## src/rtl/fp_pkg.sv

```systemverilog
`timescale 1ns/1ps
`default_nettype none
// +----------------------------------------------------------------------------+
// | fp_pkg : shared types and constants for the FP add normalize/pack stage    |
// | Rev 1.0                                                                    |
// +----------------------------------------------------------------------------+
package fp_pkg;

    typedef enum logic [1:0] {
        IDLE = 2'd0,
        NORM = 2'd1,
        DONE = 2'd2
    } state_t;

    localparam int          EXP_W   = 8;
    localparam int          FRAC_W  = 23;
    localparam int          SIG_W   = 25;
    localparam int          BIAS    = 127;
    localparam logic [31:0] QNAN    = 32'h7FC0_0000;
    localparam logic [7:0]  EXP_MAX = 8'hFF;

endpackage
`default_nettype wire

```

## src/rtl/fp_special_detect.sv

```systemverilog
`timescale 1ns/1ps
`default_nettype none
// +----------------------------------------------------------------------------+
// | fp_special_detect : classifies two IEEE-754 singles and resolves NaN/inf   |
// | Rev 1.0                                                                    |
// +----------------------------------------------------------------------------+
module fp_special_detect
    import fp_pkg::*;
(
    input  logic [31:0] x_i,
    input  logic [31:0] y_i,
    output logic        hit_o,
    output logic [31:0] result_o,
    output logic        both_zero_o
);

    logic x_nan, y_nan, x_inf, y_inf;

    always_comb begin
        x_nan       = (x_i[30:23] == EXP_MAX) && (x_i[22:0] != '0);
        y_nan       = (y_i[30:23] == EXP_MAX) && (y_i[22:0] != '0);
        x_inf       = (x_i[30:23] == EXP_MAX) && (x_i[22:0] == '0);
        y_inf       = (y_i[30:23] == EXP_MAX) && (y_i[22:0] == '0);
        both_zero_o = (x_i[30:0] == '0) && (y_i[30:0] == '0);
        hit_o       = 1'b0;
        result_o    = '0;
        if (x_nan || y_nan) begin
            hit_o    = 1'b1;
            result_o = QNAN;
        end else if (x_inf && y_inf && (x_i[31] != y_i[31])) begin
            hit_o    = 1'b1;
            result_o = QNAN;
        end else if (x_inf) begin
            hit_o    = 1'b1;
            result_o = x_i;
        end else if (y_inf) begin
            hit_o    = 1'b1;
            result_o = y_i;
        end
    end

endmodule
`default_nettype wire

```

## src/rtl/fp_normalize_pack.sv

```systemverilog
`timescale 1ns/1ps
`default_nettype none
// +----------------------------------------------------------------------------+
// | fp_normalize_pack : special-case resolve, 1-bit/cycle normalize, pack      |
// | Rev 1.0                                                                    |
// +----------------------------------------------------------------------------+
module fp_normalize_pack
    import fp_pkg::*;
#(
    parameter int N = 32
) (
    input  logic             clk,
    input  logic             reset,
    input  logic             en,
    input  logic             in_valid,
    output logic             in_ready,
    input  logic [N-1:0]     d_X,
    input  logic [N-1:0]     d_Y,
    input  logic [SIG_W-1:0] d_sig,
    output logic             out_valid,
    input  logic             out_ready,
    output logic [N-1:0]     q_R
);

    state_t             state_q, state_d;
    logic [N-1:0]       x_q, x_d, y_q, y_d, r_q, r_d;
    logic [SIG_W-1:0]   sig_q, sig_d;
    logic [EXP_W:0]     exp_q, exp_d;
    logic [4:0]         cnt_q, cnt_d;
    logic               sign_q, sign_d;

    logic               spec_hit, both_zero;
    logic [N-1:0]       spec_res;
    logic [EXP_W:0]     exp_inc;

    fp_special_detect u_special (
        .x_i         (x_q),
        .y_i         (y_q),
        .hit_o       (spec_hit),
        .result_o    (spec_res),
        .both_zero_o (both_zero)
    );

    assign exp_inc = exp_q + 9'd1;

    always_comb begin
        state_d = state_q;
        x_d     = x_q;
        y_d     = y_q;
        sig_d   = sig_q;
        exp_d   = exp_q;
        cnt_d   = cnt_q;
        sign_d  = sign_q;
        r_d     = r_q;
        case (state_q)
            IDLE: begin
                if (in_valid) begin
                    x_d     = d_X;
                    y_d     = d_Y;
                    sig_d   = d_sig;
                    exp_d   = (d_X[30:23] >= d_Y[30:23]) ? {1'b0, d_X[30:23]}
                                                         : {1'b0, d_Y[30:23]};
                    sign_d  = (d_X[30:0] >= d_Y[30:0]) ? d_X[31] : d_Y[31];
                    cnt_d   = '0;
                    state_d = NORM;
                end
            end
            NORM: begin
                state_d = DONE;
                if (spec_hit) begin
                    r_d = spec_res;
                end else if ((sig_q == '0) || both_zero) begin
                    r_d = '0;
                end else if (sig_q[24]) begin
                    // Carry-out: one right shift, possibly overflowing to inf
                    if (exp_inc >= 9'd255)
                        r_d = {sign_q, EXP_MAX, 23'b0};
                    else
                        r_d = {sign_q, exp_inc[7:0], sig_q[23:1]};
                end else if (sig_q[23]) begin
                    r_d = {sign_q, exp_q[7:0], sig_q[22:0]};
                end else if ((exp_q <= 9'd1) || (cnt_q >= 5'd23)) begin
                    r_d = {sign_q, 8'h00, sig_q[22:0]};
                end else begin
                    sig_d   = sig_q << 1;
                    exp_d   = exp_q - 9'd1;
                    cnt_d   = cnt_q + 5'd1;
                    state_d = NORM;
                end
            end
            DONE: begin
                if (out_ready)
                    state_d = IDLE;
            end
            default: state_d = IDLE;
        endcase
    end

    always_ff @(posedge clk) begin
        if (reset) begin
            state_q <= IDLE;
            x_q     <= '0;
            y_q     <= '0;
            sig_q   <= '0;
            exp_q   <= '0;
            cnt_q   <= '0;
            sign_q  <= 1'b0;
            r_q     <= '0;
        end else if (en) begin
            state_q <= state_d;
            x_q     <= x_d;
            y_q     <= y_d;
            sig_q   <= sig_d;
            exp_q   <= exp_d;
            cnt_q   <= cnt_d;
            sign_q  <= sign_d;
            r_q     <= r_d;
        end
    end

    assign in_ready  = (state_q == IDLE);
    assign out_valid = (state_q == DONE);
    assign q_R       = r_q;

endmodule
`default_nettype wire
```

## config.mk

```make
export PLATFORM = sky130hd
export DESIGN_NAME = fp_normalize_pack
export DESIGN_NICKNAME = d
export VERILOG_FILES = /design/src/rtl/fp_pkg.sv /design/src/rtl/fp_special_detect.sv /design/src/rtl/fp_normalize_pack.sv
export SDC_FILE = /design/constraint.sdc
export NUM_CORES = 1
export LEC_CHECK = 0
export ABC_CLOCK_PERIOD_IN_PS = 2700
export CAP_MARGIN = 20
export CORE_UTILIZATION = 30
export DETAILED_ROUTE_END_ITERATION = 10
export SLEW_MARGIN = 20
export SYNTH_ARGS = -nofsm -noshare
export SYNTH_HDL_FRONTEND = slang
export SYNTH_SLANG_ARGS = --single-unit
```

## constraint.sdc

```tcl
create_clock -name clk -period 2.7 [get_ports clk]
set_input_delay 0.54 -clock clk [delete_from_list [all_inputs] [get_ports clk]]
set_output_delay 0.54 -clock clk [all_outputs]
set_load 0.05 [all_outputs]
```

Word-level counts from Yosys, hierarchy flattened
Index checks and enable logic that the tools add are counted.
{ "totals": {"regBits": 138, "out_inout_bits": 34, "word_cells": 101} }
{ "op_classes": {"addsub": 3, "order_cmp": 5, "n_eq_ne": 12, "mux": 45, "reduce_logical": 26} }
{ "ops": {"columns": ["op", "n"], "rows": [
  ["2-to-1 mux 32 bit", 9],
  ["2-to-1 mux 25 bit", 4],
  ["logical NOT 31 bit", 2],
  ["2-to-1 mux 9 bit", 6],
  ["case mux 25 bit (2 select lines)", 1],
  ["2-to-1 mux 24 bit", 2],
  ["logical NOT 23 bit", 2],
  ["nonzero test 23 bit", 2],
  [">= comparator 31 bit", 1],
  ["2-to-1 mux 31 bit", 1],
  ["2-to-1 mux 5 bit", 6],
  ["logical NOT 25 bit", 1],
  ["case mux 9 bit (2 select lines)", 1],
  ["== test 8 bit, second input constant", 2],
  ["2-to-1 mux 2 bit", 7],
  ["inequality test 2 bit, second input constant", 6],
  ["case mux 5 bit (2 select lines)", 1],
  ["adder 9 x 1 -> 9 bit, second input constant", 1],
  [">= comparator 9 x 8 -> 1 bit, second input constant", 1],
  ["<= comparator 9 x 1 -> 1 bit, second input constant", 1],
  ["AND reduction 3 bit", 3],
  ["subtractor 9 x 1 -> 9 bit, second input constant", 1],
  [">= comparator 8 bit", 1],
  ["2-to-1 mux 8 bit", 1],
  ["16 further kinds", 28]
]} }

Logic depth before layout (Yosys ltp)
Gate-level depths: netlist of run 1.
{ "logic_depth": {"word_depth": 8, "ltp_mapped": 11} }

By module
A second synthesis of run 1 with hierarchy kept.
{ "hier_totals": {"hier_cells": 992, "area_unflattened_um2": 7557.2} }
{ "modules_own_cells": {"columns": ["mod", "n_inst", "cells_per_inst", "area_each_um2", "seq_area_each_um2"], "rows": [
  ["fp_normalize_pack", 1, 922, 7086.8, 2762.6],
  ["fp_special_detect", 1, 70, 470.5, 0.0]
]} }

Worst setup path before layout of run 1
OpenSTA, ideal clock, no wires.
{ "synth_path": {"path_type": "input -> register", "start": "input d_Y[25]", "end": "register sign_q", "setup_ns": 0.091, "t_arrival_ns": 2.247, "t_required_ns": 2.609, "slack_ns": 0.362, "cell_stages": 9, "n_path_buf": 0, "path_cell_list": "inv_1 -> ha_1 -> a21o_1 -> a221o_1 -> a21oi_1 -> o31a_1 -> o21ai_0 -> or3b_1 -> a311oi_1"} }
{ "synth_between": {"elab_chain_len": 2} }
{ "synth_lines": {"columns": ["element", "line_no", "source"], "rows": [
  ["start, declared", "fp_normalize_pack.sv:18", "input logic [N-1:0] d_Y,"],
  [">= comparator 31 bit", "fp_normalize_pack.sv:63", "sign_d = (d_X[30:0] >= d_Y[30:0]) ? d_X[31] : d_Y[31];"],
  ["2-to-1 mux 1 bit", "fp_normalize_pack.sv:63", null],
  ["end signal, assigned", "fp_normalize_pack.sv:116", "sign_q <= sign_d;"],
  ["end, declared", "fp_normalize_pack.sv:30", "logic sign_q, sign_d;"]
]} }
No other way between the ends.
A chain may end at the register's enable or synchronous reset.

Worst setup path after layout of run 1
{ "layout_path": {"start": "input d_Y[12]", "end": "register sign_q"} }
Same word-level chain as after synthesis.

==> results.cfg, run 1 <==
[outcome]
outcome = finished, final reports clean

[finish]
post-route-util_pct = 42.8
finalNetCount = 1203
syn2layout_area_growth_pct = 38.3
antennaDiodeCount = 0
drive_gt1_share_pct = 12.1

[route]
post_drt_wl_per_cell_um = 14.8
firstDrtPassIters = 5
drtAntennaViolNets = 0
vias = 6974
drt_iter0_drc = 369
drt_wl_total_um = 20700
viasPerCell = 4.99
drc = 0

[timing]
final_hold_viol_count = 0
final.period_utilization_pct = 96.9
slew_headroom_pct = 62.7
fin_crit_ns = 2.62
hold_slack_ns = 0.455
worst_slew_pin_slew_ns = 0.558
fin_skew_ns = 0.0112
fmax_mhz = 382
setup_violations = 0
report.final.slew_viol_count = 0

[clock_network]
htreeDepth = 4
clock_latency_ns = 0.43
clkSlewWorstSetupHoldPaths_ns = 0.07
clockRootBuffer = clkbuf_16
clock-sinks = 138
cts_buffers = 17
hold_buffers = 0
cts_tree = built
cts.path.max_buffers = 2

[worst_setup_path]
critical_path_peak_fanout = 2
r2r-start = y_q[17]
slowest_delay_ns = 0.49
end_kind = register
crit_arrival_ns = 2.95
reg2reg_depth = 8
crit_type = in -> reg
path_cells = clkdlybuf4s50_1, inv_1, ha_1, a211oi_1, nor2_1, a211o_1, o21ai_0, a31oi_1, or3b_1, a311oi_1
cp-start-kind = input port
rrSetupSlack_ns = 0.10
r2r-end = q_R[31]
critPathRequiredTime_ns = 3.03
cp_slowest_cell = clkdlybuf4s50_1

[synthesis]
yosysWarnings = 0
netlist_area_mm2 = 0.00707
async_flop_share_pct = 0
ys_ff_latch = 138
synth.top_cells.by_count = nand2_1 (202), dfxtp_1 (138), a21oi_1 (114)
synth_top_area_share_pct = 39.1
synthSimpleGateAreaFrac_pct = 23.4
synth.most_common_cell = nand2_1
synth_compound_area_share_pct = 23.9
yosysSeqAreaShare_pct = 39.1
synth.area.top_cells = dfxtp_1 (39%), nand2_1 (11%), a21oi_1 (8.1%)
syn_inst = 909
ys.flop_type = dfxtp_1
synth_fa_ha_area_share_pct = 6.55
synth_nets = 1040
synth_edf_count = 0
synth_xor_area_share_pct = 0.867
synth_largest_area_cell = dfxtp_1
avgSynthCellArea_um2 = 7.78
synth_cell_types = 57
synth_top_family_by_area = compound AO/OA/AOI/OAI gates
muxShareOfSynthArea_pct = 0.708

[min_path]
hp-class = reg -> reg
hold_end = y_q[16]
holdPathStages = 2
hp-start = y_q[16]

[floorplan]
ios = 128
design.die.area_mm2 = 0.0242
start_util_pct = 30.9
die-width_um = 155
row_count = 55
die_h_um = 155
coreArea_mm2 = 0.0228

[power]
vdd_ir_drop_max_mv = 0.294
power_leakage_nw = 3.67
p_per_area_mw_per_mm2 = 599

[global_routing]
grt_pass1_vias = 6530
grt_max_degree = 63
antenna_found_initial = 0
grt_pass1_wl_um = 33600
grt_use_total_pct = 17.5
grt_overflow_total = 0

[placed_design]
io_buffers = 127
place.gp.congestion = 0.816
place_hpwl_um = 15000

[run]
cap_violations = 0
per-layer routing:
metal	GRT usage (%)	vias up	wire length (µm)	part of all wire, %
met4	5.32	0	330	1.6
met5	0	-	0	0
li1	-	3553	-	-
met1	22.6	3246	9640	47
met2	29.2	153	9900	48
met3	3.48	22	838	4.0
state kept, by name, summed over array words and instances (netlist names):
name,cells
cnt_q,5
exp_q,9
q_R,32
sig_q,25
sign_q,1
state_q,2
x_q,32
y_q,32
worst max path at each step:
stage,from,end,slack (ns),depth (start not counted)
after floorplan,d_Y[25],sign_q,0.36,9
after global placement,d_Y[25],sign_q,-0.26,10
after detailed placement,d_Y[12],sign_q,-0.35,10
after CTS,exp_q[0],exp_q[0],0.07,10
after global routing,y_q[17],q_R[15],-0.02,8
final,d_Y[12],sign_q,0.08,10
cells by family (layout without fill, tap and decap cells):
logic type	count (synthesis)	after routing
and+or+nand+nor	366	366
AOI/OAI and AO/OA	259	259
DFF	138	138
buffers and inverters	97	273
adders and majority gates	37	37
xor gates and xnor gates	7	7
muxes	5	5
stage by stage:
step | worst slack (ns) | TNS, ns | cell area [µm²] | cells | total power, mW
finish | 0.0830 | 0 | 9780 | 1398 | 5.85
detailed placement | -0.354 | -1.24 | 9110 | 1362 | 3.42
global placement | -0.261 | -0.872 | 9110 | 1362 | 3.40
CTS | 0.0724 | 0 | 9730 | 1394 | 5.88
floorplan | 0.362 | 0 | 7070 | 909 | 2.93
global route | -0.0160 | -0.0376 | 9780 | 1398 | 6.13
worst max-delay path: cells and delay by family:
kind                       cells  cell delay [ns]
AOI/OAI and AO/OA              5             1.10
adders and majority gates      1             0.29
buffers and inverters          2             0.55
and+or+nand+nor                2             0.46
layout by cell type, fill, tap and decap left out, types with 9 or more instances in the layout:
cell type        count
nor4_1              21
a211oi_1            10
nand2_1            202
nor3_1              14
o2bb2ai_1           23
inv_1               35
o21ai_0             11
buf_4               75
a21oi_1            113
clkbuf_16           17
a22oi_1             45
nand3_1             17
clkdlybuf4s50_1    126
nand4_1             12
ha_1                37
o21ai_1              9
dfxtp_1            138
nor2_1              56
what timing repair did:
action | CTS | global route
setup endpoints to repair | 0 | 31
resized for setup | 0 | 5
setup buffers | 0 | 4
layout make-up:
cell class | count | area [µm²]
multi-input combinational | 674 | 3940
inverter | 35 | 131
sequential | 138 | 2760
clock inverter | 14 | 185
timing repair buffer | 206 | 1920
clock buffer | 18 | 439
tap | 313 | 392
fill | 2395 | 13100
power breakdown:
group / internal, mW / total (mW) / switching [mW]
registers: 2.14 / 2.24 / 0.103
logic: 0.521 / 1.15 / 0.626
clock network: 1.50 / 2.46 / 0.963
(Power assumes the default switching activity.)
==> run 2: changes to the inputs <==
Settings changed: SLEW_MARGIN 20 to 5.
==> results of run 2 <==
Same layout as run 1: the final DEF is identical, and so are final timing and power.
==> run 3: changes to the inputs <==
Settings changed: CORE_UTILIZATION 30 to 51, CTS_CLUSTER_DIAMETER set to 120, PLACE_DENSITY set to 0.78.
==> results.cfg, run 3 (same netlist as run 1, synthesis figures left out) <==
[clock_network]
cts_tree = built
hold_buffers = 0
cts.path.max_buffers = 2
clockRootBuffer = clkbuf_16
clock_latency_ns = 0.43
htreeDepth = 4
clkSlewWorstSetupHoldPaths_ns = 0.05
cts_buffers = 17
clock-sinks = 138

[route]
post_drt_wl_per_cell_um = 15.6
drtAntennaViolNets = 0
viasPerCell = 5.72
drt_wl_total_um = 19400
vias = 7109
firstDrtPassIters = 5
drc = 0
drt_iter0_drc = 649

[placed_design]
io_buffers = 127
dp.cells = 1207
place_hpwl_um = 13800
place.gp.congestion = 0.853

[floorplan]
design.die.area_mm2 = 0.0143
ios = 128
row_count = 42
die-width_um = 120
start_util_pct = 52.7
die_h_um = 120
coreArea_mm2 = 0.0134

[worst_setup_path]
r2r-start = x_q[11]
r2r-end = sig_q[6]
cp-start-kind = input port
reg2reg_depth = 9
rrSetupSlack_ns = 0.20
cp-startpoint = d_Y[22]
critPathRequiredTime_ns = 3.03
crit_arrival_ns = 2.93
end_kind = register
crit_type = in -> reg
critical_path_peak_fanout = 2

[finish]
final_cell_mix = nand2_1 (202), dfxtp_1 (137), clkdlybuf4s50_1 (126)
final_common_cell = nand2_1
antennaDiodeCount = 0
fillers = 1075
finalNetCount = 1185
stdcell_count = 1243
drive_gt1_share_pct = 11.1
syn2layout_area_growth_pct = 34.3

[global_routing]
grt_use_total_pct = 27.9
grt_pass1_vias = 6669
grt_max_degree = 66
grt_overflow_total = 0
grt_pass1_wl_um = 31900
antenna_found_initial = 0

[timing]
final.period_utilization_pct = 96.3
slew_headroom_pct = 59.5
final_hold_viol_count = 0
setup_tns_ns = 0
report.final.slew_viol_count = 0
rsz0062_at_grt = no
fin_crit_ns = 2.60
setup_violations = 0
worst_slew_pin_slew_ns = 0.608
fin_skew_ns = 0.0106
fmax_mhz = 385

[power]
power_leakage_nw = 3.59
vdd_ir_drop_max_mv = 0.620
p_per_area_mw_per_mm2 = 608
power.total_mw = 5.77

[min_path]
hold_end = x_q[8]
holdPathStages = 2
hp-class = reg -> reg
hp-start = x_q[8]

[outcome]
outcome = finished, final reports clean

[run]
cap_violations = 0
run 3: changes by cell type in the layout (fill, tap and decap cells not counted), moves of 2 or more:
cell / previous run / this run
clkbuf_8: 1 / 3
buf_4: 75 / 57
clkinv_4: 3 / 1
inv_6: 4 / 0
o21ai_0: 11 / 8
o21ai_2: 0 / 2
clkinv_2: 0 / 3
run 3: worst max path at each step:
stage | to | slack [ns] | cells after the start
2_1_floorplan | sign_q | 0.36 | 9
3_3_place_gp | sign_q | -0.27 | 10
3_5_place_dp | sign_q | -0.31 | 10
4_1_cts | cnt_q[0] | 0.05 | 8
5_1_grt | sign_q | 0.02 | 10
6_report | sign_q | 0.10 | 10
run 3: timing repair:
item                                    CTS  global route
endpoints found under the setup margin    0            41
buffers inserted                          0             4
gates resized for setup                   0            14
run 3: through the flow:
stage	utilization (%)	setup slack, ns	instance area (µm²)	hold WS [ns]
finish	70.8	0.101	9490	0.453
global route	70.8	0.0178	9490	0.472
CTS	70.3	0.0451	9420	0.455
detailed placement	65.7	-0.313	8800	0.447
global placement	65.7	-0.266	8800	0.443
floorplan	-	0.362	7070	0.436
run 3: area by class of cell:
class,count,area [µm²],share of cell area [%]
multi-input cells,674,3970,41.9
flip-flops and latches,138,2760,29.1
repair buffers,188,1790,18.9
clock buffers,21,470,4.96
well taps,176,220,2.32
clock inverters,11,144,1.52
inverters,35,131,1.38
run 3: report_power, final:
part           switching, mW  total [mW]  internal [mW]  leakage, nW
Clock                  0.884        2.40           1.52        0.291
Combinational          0.620        1.12          0.500         2.17
Sequential             0.103        2.25           2.14         1.12
Total                   1.61        5.77           4.16         3.59
run 3: layer usage:
layer / track usage (%) / vias to the layer above / routed length [µm]
met5: 0 / - / 0
met2: 46.7 / 245 / 9610
met3: 6.46 / 39 / 1020
met1: 34.5 / 3306 / 8340
met4: 10.9 / 0 / 448
li1: - / 3519 / -
run 3: worst max-delay path, cell delays in order:
cell             delay [ns]
clkdlybuf4s50_1        0.50
inv_1                  0.05
ha_1                   0.29
and4_4                 0.24
and2_4                 0.16
nand3_2                0.08
or4_4                  0.55
a31oi_4                0.19
o21ai_2                0.08
a311oi_1               0.25
